--- src/rtl/dmx8_seq.sv ---
// dmx8_seq: sequential 1-to-8 demultiplexer / deserializer.
// Each accepted bit is written into one of eight slots of q. The slot comes from
// the explicit address s, or from an internal auto-increment pointer. Once all
// eight slots have been written, the byte is held with full=1 until ack.
// The optional registered odd-parity output is built only when DMX8_PARITY_EN is
// defined. Otherwise par is tied low.
module dmx8_seq #(
    parameter logic [7:0] RESET_VAL = 8'h00
) (
    input  logic       clk,
    input  logic       resetl,
    input  logic       clr,
    input  logic       load,
    input  logic       d,
    input  logic       auto,
    input  logic [2:0] s,
    input  logic       ack,
    output logic [7:0] q,
    output logic [2:0] ptr,
    output logic       full,
    output logic       ovr,
    output logic       par
);

    typedef enum logic {
        FILL = 1'b0,
        FULL = 1'b1
    } state_t;

    state_t     state, state_next;
    logic [7:0] mask, mask_next;
    logic [7:0] q_next;
    logic [2:0] ptr_next;
    logic       ovr_next;
    logic [2:0] sel;
    logic [7:0] onehot;

    assign sel    = auto ? ptr : s;
    assign onehot = 8'd1 << sel;
    assign full   = (state == FULL);

    // Next-state and datapath decode. Priority is clr > ack > load.
    always_comb begin
        // NOTE: every target gets a default before any branch, so no path can
        // leave it unassigned and infer a latch.
        state_next = state;
        mask_next  = mask;
        q_next     = q;
        ptr_next   = ptr;
        ovr_next   = ovr;

        if (clr) begin
            state_next = FILL;
            mask_next  = 8'h00;
            q_next     = RESET_VAL;
            ptr_next   = 3'd0;
            ovr_next   = 1'b0;
        end else begin
            unique case (state)
                FILL: begin
                    if (load) begin
                        q_next[sel] = d;
                        mask_next   = mask | onehot;
                        if (auto)
                            ptr_next = ptr + 3'd1;
                        if ((mask | onehot) == 8'hFF)
                            state_next = FULL;
                    end
                end
                FULL: begin
                    if (ack) begin
                        // The consumer has taken the byte. A load in the same
                        // cycle is the first bit of the next frame.
                        state_next = FILL;
                        mask_next  = 8'h00;
                        if (load) begin
                            q_next[sel] = d;
                            mask_next   = onehot;
                            if (auto)
                                ptr_next = ptr + 3'd1;
                        end
                    end else if (load) begin
                        // q is frozen, so the bit is dropped and the overrun is flagged.
                        ovr_next = 1'b1;
                    end
                end
                default: state_next = FILL;
            endcase
        end
    end

    // State register with asynchronous active-low reset.
    always_ff @(posedge clk or negedge resetl) begin
        if (!resetl) begin
            state <= FILL;
            mask  <= 8'h00;
            q     <= RESET_VAL;
            ptr   <= 3'd0;
            ovr   <= 1'b0;
        end else begin
            // NOTE: sequential state uses non-blocking assignments so every
            // register samples the pre-edge values of the others.
            state <= state_next;
            mask  <= mask_next;
            q     <= q_next;
            ptr   <= ptr_next;
            ovr   <= ovr_next;
        end
    end

`ifdef DMX8_PARITY_EN
    // Registered odd parity, computed from q_next so it changes on the same edge as q.
    always_ff @(posedge clk or negedge resetl) begin
        if (!resetl)
            par <= ~^RESET_VAL;
        else
            par <= ~^q_next;
    end
`else
    assign par = 1'b0;
`endif

endmodule

--- config.mk ---
export PLATFORM = sky130hd
export DESIGN_NAME = dmx8_seq
export DESIGN_NICKNAME = d
export VERILOG_FILES = /design/src/rtl/dmx8_seq.sv
export SDC_FILE = /design/constraint.sdc
export NUM_CORES = 1
export LEC_CHECK = 0
export BUFFER_PORTS_ARGS = -buffer_cell sky130_fd_sc_hd__buf_2
export CORE_UTILIZATION = 45
export CTS_CLUSTER_DIAMETER = 40
export DETAILED_ROUTE_END_ITERATION = 8
export PLACE_DENSITY = 0.73
export SKIP_CTS_REPAIR_TIMING = 1
export SYNTH_ARGS = -nofsm -noshare
export SYNTH_HDL_FRONTEND = slang
export SYNTH_SLANG_ARGS = --single-unit
--- constraint.sdc ---
create_clock -name clk -period 4.3 [get_ports clk]
set_input_delay 0.86 -clock clk [delete_from_list [all_inputs] [get_ports clk]]
set_output_delay 0.86 -clock clk [all_outputs]
set_load 0.005 [all_outputs]
==> flow_summary.yaml, run 1 <==
finish:
  n_antenna_cell: 0
  area_delta_synth_final_pct: 8.37
  final_cell_mix: "22 x buf_2, 21 x dfrtp_1, 14 x nor2_1, 13 x o21ai_0, 10 x a21oi_1"
  final_common_cell: "buf_2"
  fin_cells: 182
  fillers: 251
  drive_above_1_share_pct: 25.8
  fin_nets: 163
setup_path:
  critPathCapture: "full"
  critical_path_peak_fanout: 17
  worstSetupPathType: "primary input to register"
  end_kind: "register"
  crit_start: "auto"
  crit_family: "compound AO/OA/AOI/OAI gates"
  crit_chain: "buf_2 -> mux2_4 -> nor2_1 -> a32oi_1 -> o41ai_2"
  crit_arrival_ns: 2.33
  critical-path-slowest-cell: "mux2_4"
  r2r_cells: 4
  worstPathRequired_ns: 4.51
  slowest_delay_ns: 0.40
  reg2reg_setup_slack_ns: 2.47
  critPathBufInv: 1
  path_depth: 5
  reg2reg_to: "full"
  worst_r2r_startpoint: "ptr[0]"
  cp-start-kind: "primary input"
floorplanning:
  start_util_pct: 47.0
  rows: 19
  die_w_microns: 55.4
  num_io_pins: 24
  die_y_microns: 55.4
  die-area_sq_um: 3070
  core_sq_um: 2730
logic_synthesis:
  synth_area_leaders: "dfrtp_1 41%, o21ai_0 5.1%, a32oi_1 4.8%, nor2_1 4.1%, a21oi_1 3.9%"
  synth_top_flop_cell: "dfrtp_1"
  synth_warnings: 0
  syn-cell-area_sq_um: 1280
  synth_top_area_share_pct: 40.9
  yosysUniqueCellTypes: 43
  synth-edff-count: 0
  ys_seq_area_share_pct: 40.9
  syn_avg_cell_area_sq_um: 9.45
  synth_area_leader_cell: "dfrtp_1"
  synthCells: 136
  synth_nets: 147
  synth_seq_cells: 21
  async_flop_share_pct: 100
power:
  seqPwrFrac_pct: 57.7
  intPower_uw: 261
  clkPwrFrac_pct: 26.2
  p_comb_share_pct: 16.2
  p_sw_uw: 103
  power.total_uw: 364
  ir_worst_vdd_mv: 0.161
  switching_share_pct: 28.3
  p_leak_nw: 0.632
  p_per_area_nw_per_um2: 261
sta:
  fin_tns_setup_ns: 0
  rsz0062_at_grt: "false"
  tightest_slew_ns: 0.617
  hold_viol: 0
  min_period_ns: 2.13
  fin_skew_ns: 0.00359
  period_share_pct: 49.5
  maxSlewHeadroom_pct: 58.9
  setup_viol: 0
  slew_viol_final: 0
  fmax_mhz: 470
cts:
  htree_levels: 1
  root_buffer: "clkbuf_4"
  cts.sinks: 21
  cts_buffers: 3
  cts_tree: "built"
  cts_buffer_depth: 2
  clkTransAtPathRegs_ns: 0.12
  clk_latency_ns: 0.30
routing:
  viasPerCell: 6.31
  post_drt_wl_per_cell_microns: 16.3
  first_pass_iters: 4
  drt_wl_total_mm: 2.96
  vias: 1149
  drtIter0Drc: 49
  detail-route-antenna-nets: 0
  route.detailed.drc: 0
grt:
  grt_usage_pct: 19.8
  grt_max_degree: 22
  grt_first_pass_wirelength_mm: 4.91
  antenna_found_initial: 0
  grt-ovfl-total: 0
  grt_pass1_vias: 1040
placement:
  place.gp.congestion: 0.880
  dp_cells: 178
  dpl.hpwl_mm: 2.11
  io_buffers: 22
outcome:
  outcome: "complete, no violations"
hold_path:
  hold_path_class: "primary input to asynchronous set/reset pin"
run:
  drv_cap: 0
==> cells in the mapped netlist (2+ instances only) <==
| master | instances |
|---|---|
| dfrtp_1 | 21 |
| nor2_1 | 14 |
| nand2_1 | 6 |
| o31ai_1 | 3 |
| o21ai_0 | 13 |
| mux2_4 | 2 |
| mux2i_1 | 2 |
| a21oi_1 | 10 |
| buf_6 | 3 |
| inv_1 | 4 |
| nand4_1 | 4 |
| a22oi_1 | 4 |
| nand3_1 | 5 |
| a31o_2 | 4 |
| clkbuf_1 | 7 |
| a32oi_1 | 7 |
==> power by group through the flow <==
stage	logic (mW)	registers [mW]	clock network, mW
floorplan	0.0414	0.212	0
global placement	0.0568	0.213	0
detailed placement	0.0583	0.214	0
CTS	0.0583	0.210	0.100
global route	0.0652	0.211	0.106
finish	0.0589	0.210	0.0952
==> kinds of logic (layout without fill, tap and decap cells) <==
group / Yosys count / in the layout / share of synthesized area [%]
muxes: 5 / 5 / 4.77
and+or+nand+nor: 41 / 41 / 16.9
xor gates and xnor gates: 1 / 1 / 0.682
AOI/OAI and AO/OA: 51 / 51 / 29.0
adders and majority gates: 1 / 1 / 0.974
DFF: 21 / 21 / 40.9
other: 1 / 1 / 0.292
buffers and inverters: 15 / 30 / 6.43
==> per-stage QoR <==
| step | area, sq um | setup WS (ns) | hold WS, ns | util [%] |
|---|---|---|---|---|
| CTS | 1390 | 2.21 | 0.506 | 50.9 |
| global placement | 1370 | 1.98 | 0.480 | 50.0 |
| detailed placement | 1370 | 1.89 | 0.488 | 50.0 |
| floorplan | 1280 | 2.21 | 0.486 | - |
| global route | 1390 | 2.06 | 0.521 | 50.9 |
| finish | 1390 | 2.17 | 0.492 | 50.9 |
==> state kept, by name (all words and copies together), names as in the netlist <==
name and flops:
full 1, ovr 1, mask 8, q 8
ptr 3
==> worst reg2reg max path: cells and delay by family, from the launching register on <==
kind / cells / cell delay [ns]
flops: 1 / 0.51
simple gates: 1 / 0.55
compound gates: 3 / 0.68
==> worst min-delay path by stage <==
stage                      start  endpoint  cells past startpoint
after floorplan              ovr       ovr                      2
after global placement       ovr       ovr                      2
after detailed placement     ovr       ovr                      2
after CTS                 resetl    ptr[2]                      1
after global routing      resetl      q[7]                      1
final                     resetl    ptr[2]                      1
==> layout make-up <==
cell class                 instances  area, sq um  area share [%]
clock buffer                       4         26.3            1.89
sequential                        21          526            37.7
inverter                           4         15.0            1.08
timing repair buffer              22          110            7.91
tap                               31         38.8            2.79
multi-input combinational        100          677            48.6
==> metal layers <==
layer / vias up / wire (microns) / GRT usage [%]
met5: - / 0 / 0
met4: 0 / 43 / 5.36
met3: 6 / 185 / 3.75
met2: 45 / 1340 / 29.3
met1: 557 / 1390 / 29.5
li1: 541 / - / -
Power figures use the tool's default switching activity.
==> run 2, diff against run 1 <==
Settings changed: PLACE_DENSITY 0.73 to 0.75.
Clock period 4.3 ns to 1.9 ns, I/O delays scaled along.
==> flow_summary.yaml, run 2 (same netlist as run 1, synthesis figures left out) <==
routing:
  drt_wl_total_mm: 3.02
  viasPerCell: 6.21
  detail-route-antenna-nets: 0
  vias: 1180
  route.detailed.drc: 0
  top_layer_used: "met4"
  post_drt_wl_per_cell_microns: 15.9
  drtIter0Drc: 54
  first_pass_iters: 4
  routed-wl-met3_microns: 105
  dr_wl_met2_mm: 1.47
  wl_met1_mm: 1.39
sta:
  min_period_ns: 1.74
  slew_viol_final: 0
  period_share_pct: 91.3
  fin_tns_setup_ns: 0
  rsz0062_at_grt: "false"
  fin_skew_ns: 0.00147
  fmax_mhz: 576
  setup_slack_ns: 0.164
  hold_viol: 0
  setup_viol: 0
cts:
  cts_buffers: 3
  cts.sinks: 21
  cts_buffer_depth: 2
  htree_levels: 1
  clkTransAtPathRegs_ns: 0.12
  cts_tree: "built"
  clk_latency_ns: 0.31
  root_buffer: "clkbuf_4"
placement:
  dpl.hpwl_mm: 2.16
  dpl_worst_slack_ns: 0.0601
  place.gp.congestion: 0.868
  io_buffers: 22
grt:
  grt_first_pass_wirelength_mm: 5.09
  grt-ovfl-total: 0
  grt_pass1_vias: 1112
  grt_max_degree: 22
  grt_usage_pct: 20.9
  antenna_found_initial: 0
setup_path:
  slowest_delay_ns: 0.50
  critical-path-slowest-cell: "dfrtp_1"
  critical_path_peak_fanout: 9
  reg2reg_setup_slack_ns: 0.16
  end_kind: "register"
  worstPathRequired_ns: 2.12
  crit_family: "compound AO/OA/AOI/OAI gates"
  crit_arrival_ns: 1.95
  critPathBufInv: 0
  r2r_cells: 4
  reg2reg_to: "full"
  worstSetupPathType: "register to register"
  crit_chain: "nor4bb_1 -> o311ai_0 -> o221a_2 -> o41ai_2"
  worst_r2r_startpoint: "ptr[0]"
  cp-start-kind: "register"
finish:
  final_cell_mix: "22 x buf_2, 21 x dfrtp_1, 14 x nor2_1, 13 x o21ai_0, 10 x a21oi_1"
  n_antenna_cell: 0
  final_common_cell: "buf_2"
  utilization_pct: 53.2
  area_delta_synth_final_pct: 13.1
  reg_top3: "mask: 8 flops, q: 8 flops, ptr: 3 flops"
  fin_nets: 171
  drive_above_1_share_pct: 30.2
hold_path:
  hold_path_class: "primary input to asynchronous set/reset pin"
outcome:
  outcome: "complete, no violations"
floorplanning:
  core_sq_um: 2730
  die_w_microns: 55.4
  rows: 19
  die-area_sq_um: 3070
  start_util_pct: 47.0
  die_y_microns: 55.4
  num_io_pins: 24
power:
  power.total_uw: 843
  ir_worst_vdd_mv: 0.337
  p_leak_nw: 0.674
  p_per_area_nw_per_um2: 580
run:
  drv_cap: 0
-- run 2: changes by cell type in the layout (fill, tap and decap cells not counted) --
| cell | before | now |
|---|---|---|
| buf_4 | 0 | 8 |
| clkbuf_1 | 1 | 0 |
| clkinv_2 | 0 | 1 |
-- run 2: cell type report --
| type | instances | area, sq um |
|---|---|---|
| flip-flops and latches | 21 | 526 |
| repair buffers | 30 | 170 |
| fillers | 251 | 1280 |
| clock buffers | 3 | 22.5 |
| inverters | 4 | 15.0 |
| multi-input cells | 100 | 677 |
| well taps | 31 | 38.8 |
| clock inverters | 1 | 5.00 |
-- run 2: power breakdown --
group / total (mW) / internal [mW] / switching, mW / leakage, nW
logic: 0.144 / 0.0579 / 0.0858 / 0.366
registers: 0.475 / 0.460 / 0.0153 / 0.290
clock network: 0.224 / 0.0786 / 0.146 / 0.0177
total: 0.843 / 0.596 / 0.247 / 0.674
-- run 2: worst max path at each step --
stage,slack [ns],start,to,cells past startpoint
finish,0.16,ptr[0],full,4
global route,0.11,ptr[0],full,4
CTS,0.22,ptr[0],full,4
detailed placement,0.06,auto,full,5
global placement,0.13,auto,full,5
floorplan,0.29,auto,full,5
-- run 2: metal layers --
metal,up-vias,track usage (%)
met5,-,0
met4,0,9.29
met3,6,3.04
met2,38,33.6
met1,577,28.1
li1,559,-
-- run 2: per-stage QoR --
step / hold WS (ns) / area [sq um] / std cells
after global placement: 0.361 / 1430 / 186
after global routing: 0.0286 / 1450 / 190
final: 0.000415 / 1450 / 190
after floorplan: 0.0844 / 1280 / 136
after detailed placement: 0.367 / 1430 / 186
after CTS: 0.0169 / 1450 / 190
==> run 3, diff against run 2 <==
Settings changed: ABC_AREA set to 1, CORE_ASPECT_RATIO set to 0.7, PLACE_DENSITY 0.75 to 0.76.
==> flow_summary.yaml, run 3 <==
logic_synthesis:
  synth_top_area_share_pct: 42.9
  synth-edff-count: 0
  synth_warnings: 0
  async_flop_share_pct: 100
  synthCells: 160
  ys_seq_area_share_pct: 42.9
  syn-cell-area_sq_um: 1220
  synth_seq_cells: 21
  yosysUniqueCellTypes: 24
  synth_nets: 171
  synth_common_cells: "21 x dfrtp_1, 20 x o21ai_0, 19 x inv_1, 19 x nor2_1, 18 x nand2_1"
  synth_area_leader_cell: "dfrtp_1"
  synth_most_common_cell: "dfrtp_1"
  synth_top_flop_cell: "dfrtp_1"
  syn_avg_cell_area_sq_um: 7.66
  synth_area_leaders: "dfrtp_1 43%, o21ai_0 8.2%, nand3_1 6.1%, inv_1 5.8%, nor2_1 5.8%"
grt:
  grt_busiest_layer: "met2"
  antenna_found_initial: 0
  grt_first_pass_wirelength_mm: 4.20
  grt-ovfl-total: 0
  met3_usage_pct: 5.75
  grt_pass1_vias: 939
  grt_util_met1_pct: 25.4
  grtUsageMet2_pct: 32.0
  grt_usage_pct: 19.6
  grt_max_degree: 22
cts:
  htree_levels: 1
  clk_latency_ns: 0.26
  cts_tree: "built"
  cts.sinks: 21
  root_buffer: "clkbuf_8"
  cts_buffer_depth: 2
  cts_buffers: 3
  clkTransAtPathRegs_ns: 0.07
setup_path:
  cp-start-kind: "register"
  critPathBufInv: 0
  critical_path_peak_fanout: 16
  worstSetupPathType: "register to register"
  crit_family: "simple AND/OR/NAND/NOR gates"
  worstPathRequired_ns: 2.05
  path_common_cell: "nor2_1"
  crit_arrival_ns: 1.57
  crit_chain: "nand3_1 -> nand2_2 -> nor2_1 -> o21ai_0 -> nor2_1"
  slowest_delay_ns: 0.52
  crit_start: "full"
  worst_r2r_startpoint: "full"
  end_kind: "register"
  critical-path-slowest-cell: "dfrtp_1"
routing:
  route.detailed.drc: 0
  drt_wl_total_mm: 2.65
  post_drt_wl_per_cell_microns: 12.3
  viasPerCell: 5.29
  drtIter0Drc: 77
  detail-route-antenna-nets: 0
  vias: 1137
  first_pass_iters: 4
floorplanning:
  die_y_microns: 45.7
  num_io_pins: 24
  die-area_sq_um: 2940
  die_w_microns: 64.4
  rows: 15
  start_util_pct: 48.7
  core_sq_um: 2510
finish:
  final_cell_mix: "22 x buf_2, 21 x dfrtp_1, 20 x o21ai_0, 19 x inv_1, 19 x nor2_1"
  final_common_cell: "buf_2"
  fin_cells: 215
  fin_nets: 193
  final_area_sq_um: 1400
  area_delta_synth_final_pct: 14.2
  n_antenna_cell: 0
  reg_top3: "mask: 8 flops, q: 8 flops, ptr: 3 flops"
  drive_above_1_share_pct: 26.0
sta:
  setup_viol: 0
  period_share_pct: 74.6
  min_period_ns: 1.42
  fmax_mhz: 706
  rsz0062_at_grt: "false"
  hold_viol: 0
  fin_skew_ns: 0.000530
  slew_viol_final: 0
  fin_tns_setup_ns: 0
power:
  p_per_area_nw_per_um2: 729
  p_leak_nw: 0.723
  ir_worst_vdd_mv: 0.443
placement:
  dpl.hpwl_mm: 2.00
  place.gp.congestion: 0.830
  dp_cells: 211
  post_dp_cell_area_sq_um: 1350
  io_buffers: 22
hold_path:
  hold_path_class: "primary input to asynchronous set/reset pin"
outcome:
  outcome: "complete, no violations"
run:
  drv_cap: 0
## run 3: cell types whose count changed in the layout (fill, tap and decap cells not counted), sizes merged, moves of 6 or more
cell / change
a21oi: -9
a32oi: -7
buf: -8
inv: +18
nand2: +21
nand3: +16
nor2: +6
nor3: +8
o21ai: +16
## run 3: through the flow
stage | utilization [%] | setup slack [ns] | hold WS (ns) | power (mW)
2_1_floorplan | - | 0.692 | 0.0844 | 0.661
3_3_place_gp | 53.8 | 0.358 | 0.357 | 0.724
4_1_cts | 55.6 | 0.501 | 0.0903 | 1.03
3_5_place_dp | 53.8 | 0.334 | 0.376 | 0.733
6_report | 55.6 | 0.483 | 0.0710 | 1.02
5_1_grt | 55.6 | 0.331 | 0.110 | 1.08
## run 3: worst paths after layout
path | cells after the start | slack (ns) | to
setup / recovery | 5 | 0.48 | q[6]
hold reg to reg | 2 | 0.49 | ovr
max in group asynchronous | 1 | 1.50 | mask[5]
min in group clk | 3 | 0.48 | q[5]
setup reg to reg | 5 | 0.48 | q[6]
hold / removal | 1 | 0.07 | ptr[2]
## run 3: metal layers
layer / up-vias / wire, microns / share of wire [%]
li1: 558 / - / -
met2: 33 / 1190 / 45
met4: 0 / 29 / 1.1
met5: - / 0 / 0
met1: 541 / 1250 / 47
met3: 5 / 179 / 6.7
## run 3: power breakdown
part / total (mW) / switching (mW) / internal, mW
clock: 0.296 / 0.146 / 0.150
combinational: 0.225 / 0.150 / 0.0748
sequential: 0.500 / 0.0180 / 0.482
## run 3: final cells by class
type	instances	area, sq um
flip-flops and latches	21	526
repair buffers	22	110
multi-input cells	111	586
well taps	34	42.5
inverters	23	90.1
fillers	240	1120
clock buffers	4	45.0
## run 3: logic make-up after synthesis
| family | Yosys count | synth area share, % |
|---|---|---|
| AND/OR/NAND/NOR | 77 | 32.9 |
| other | 1 | 0.306 |
| flip-flops | 21 | 42.9 |
| buffers and inverters | 28 | 9.30 |
| adder cells (fa/ha/maj) | 1 | 1.02 |
| AO/OA/AOI/OAI | 32 | 13.6 |
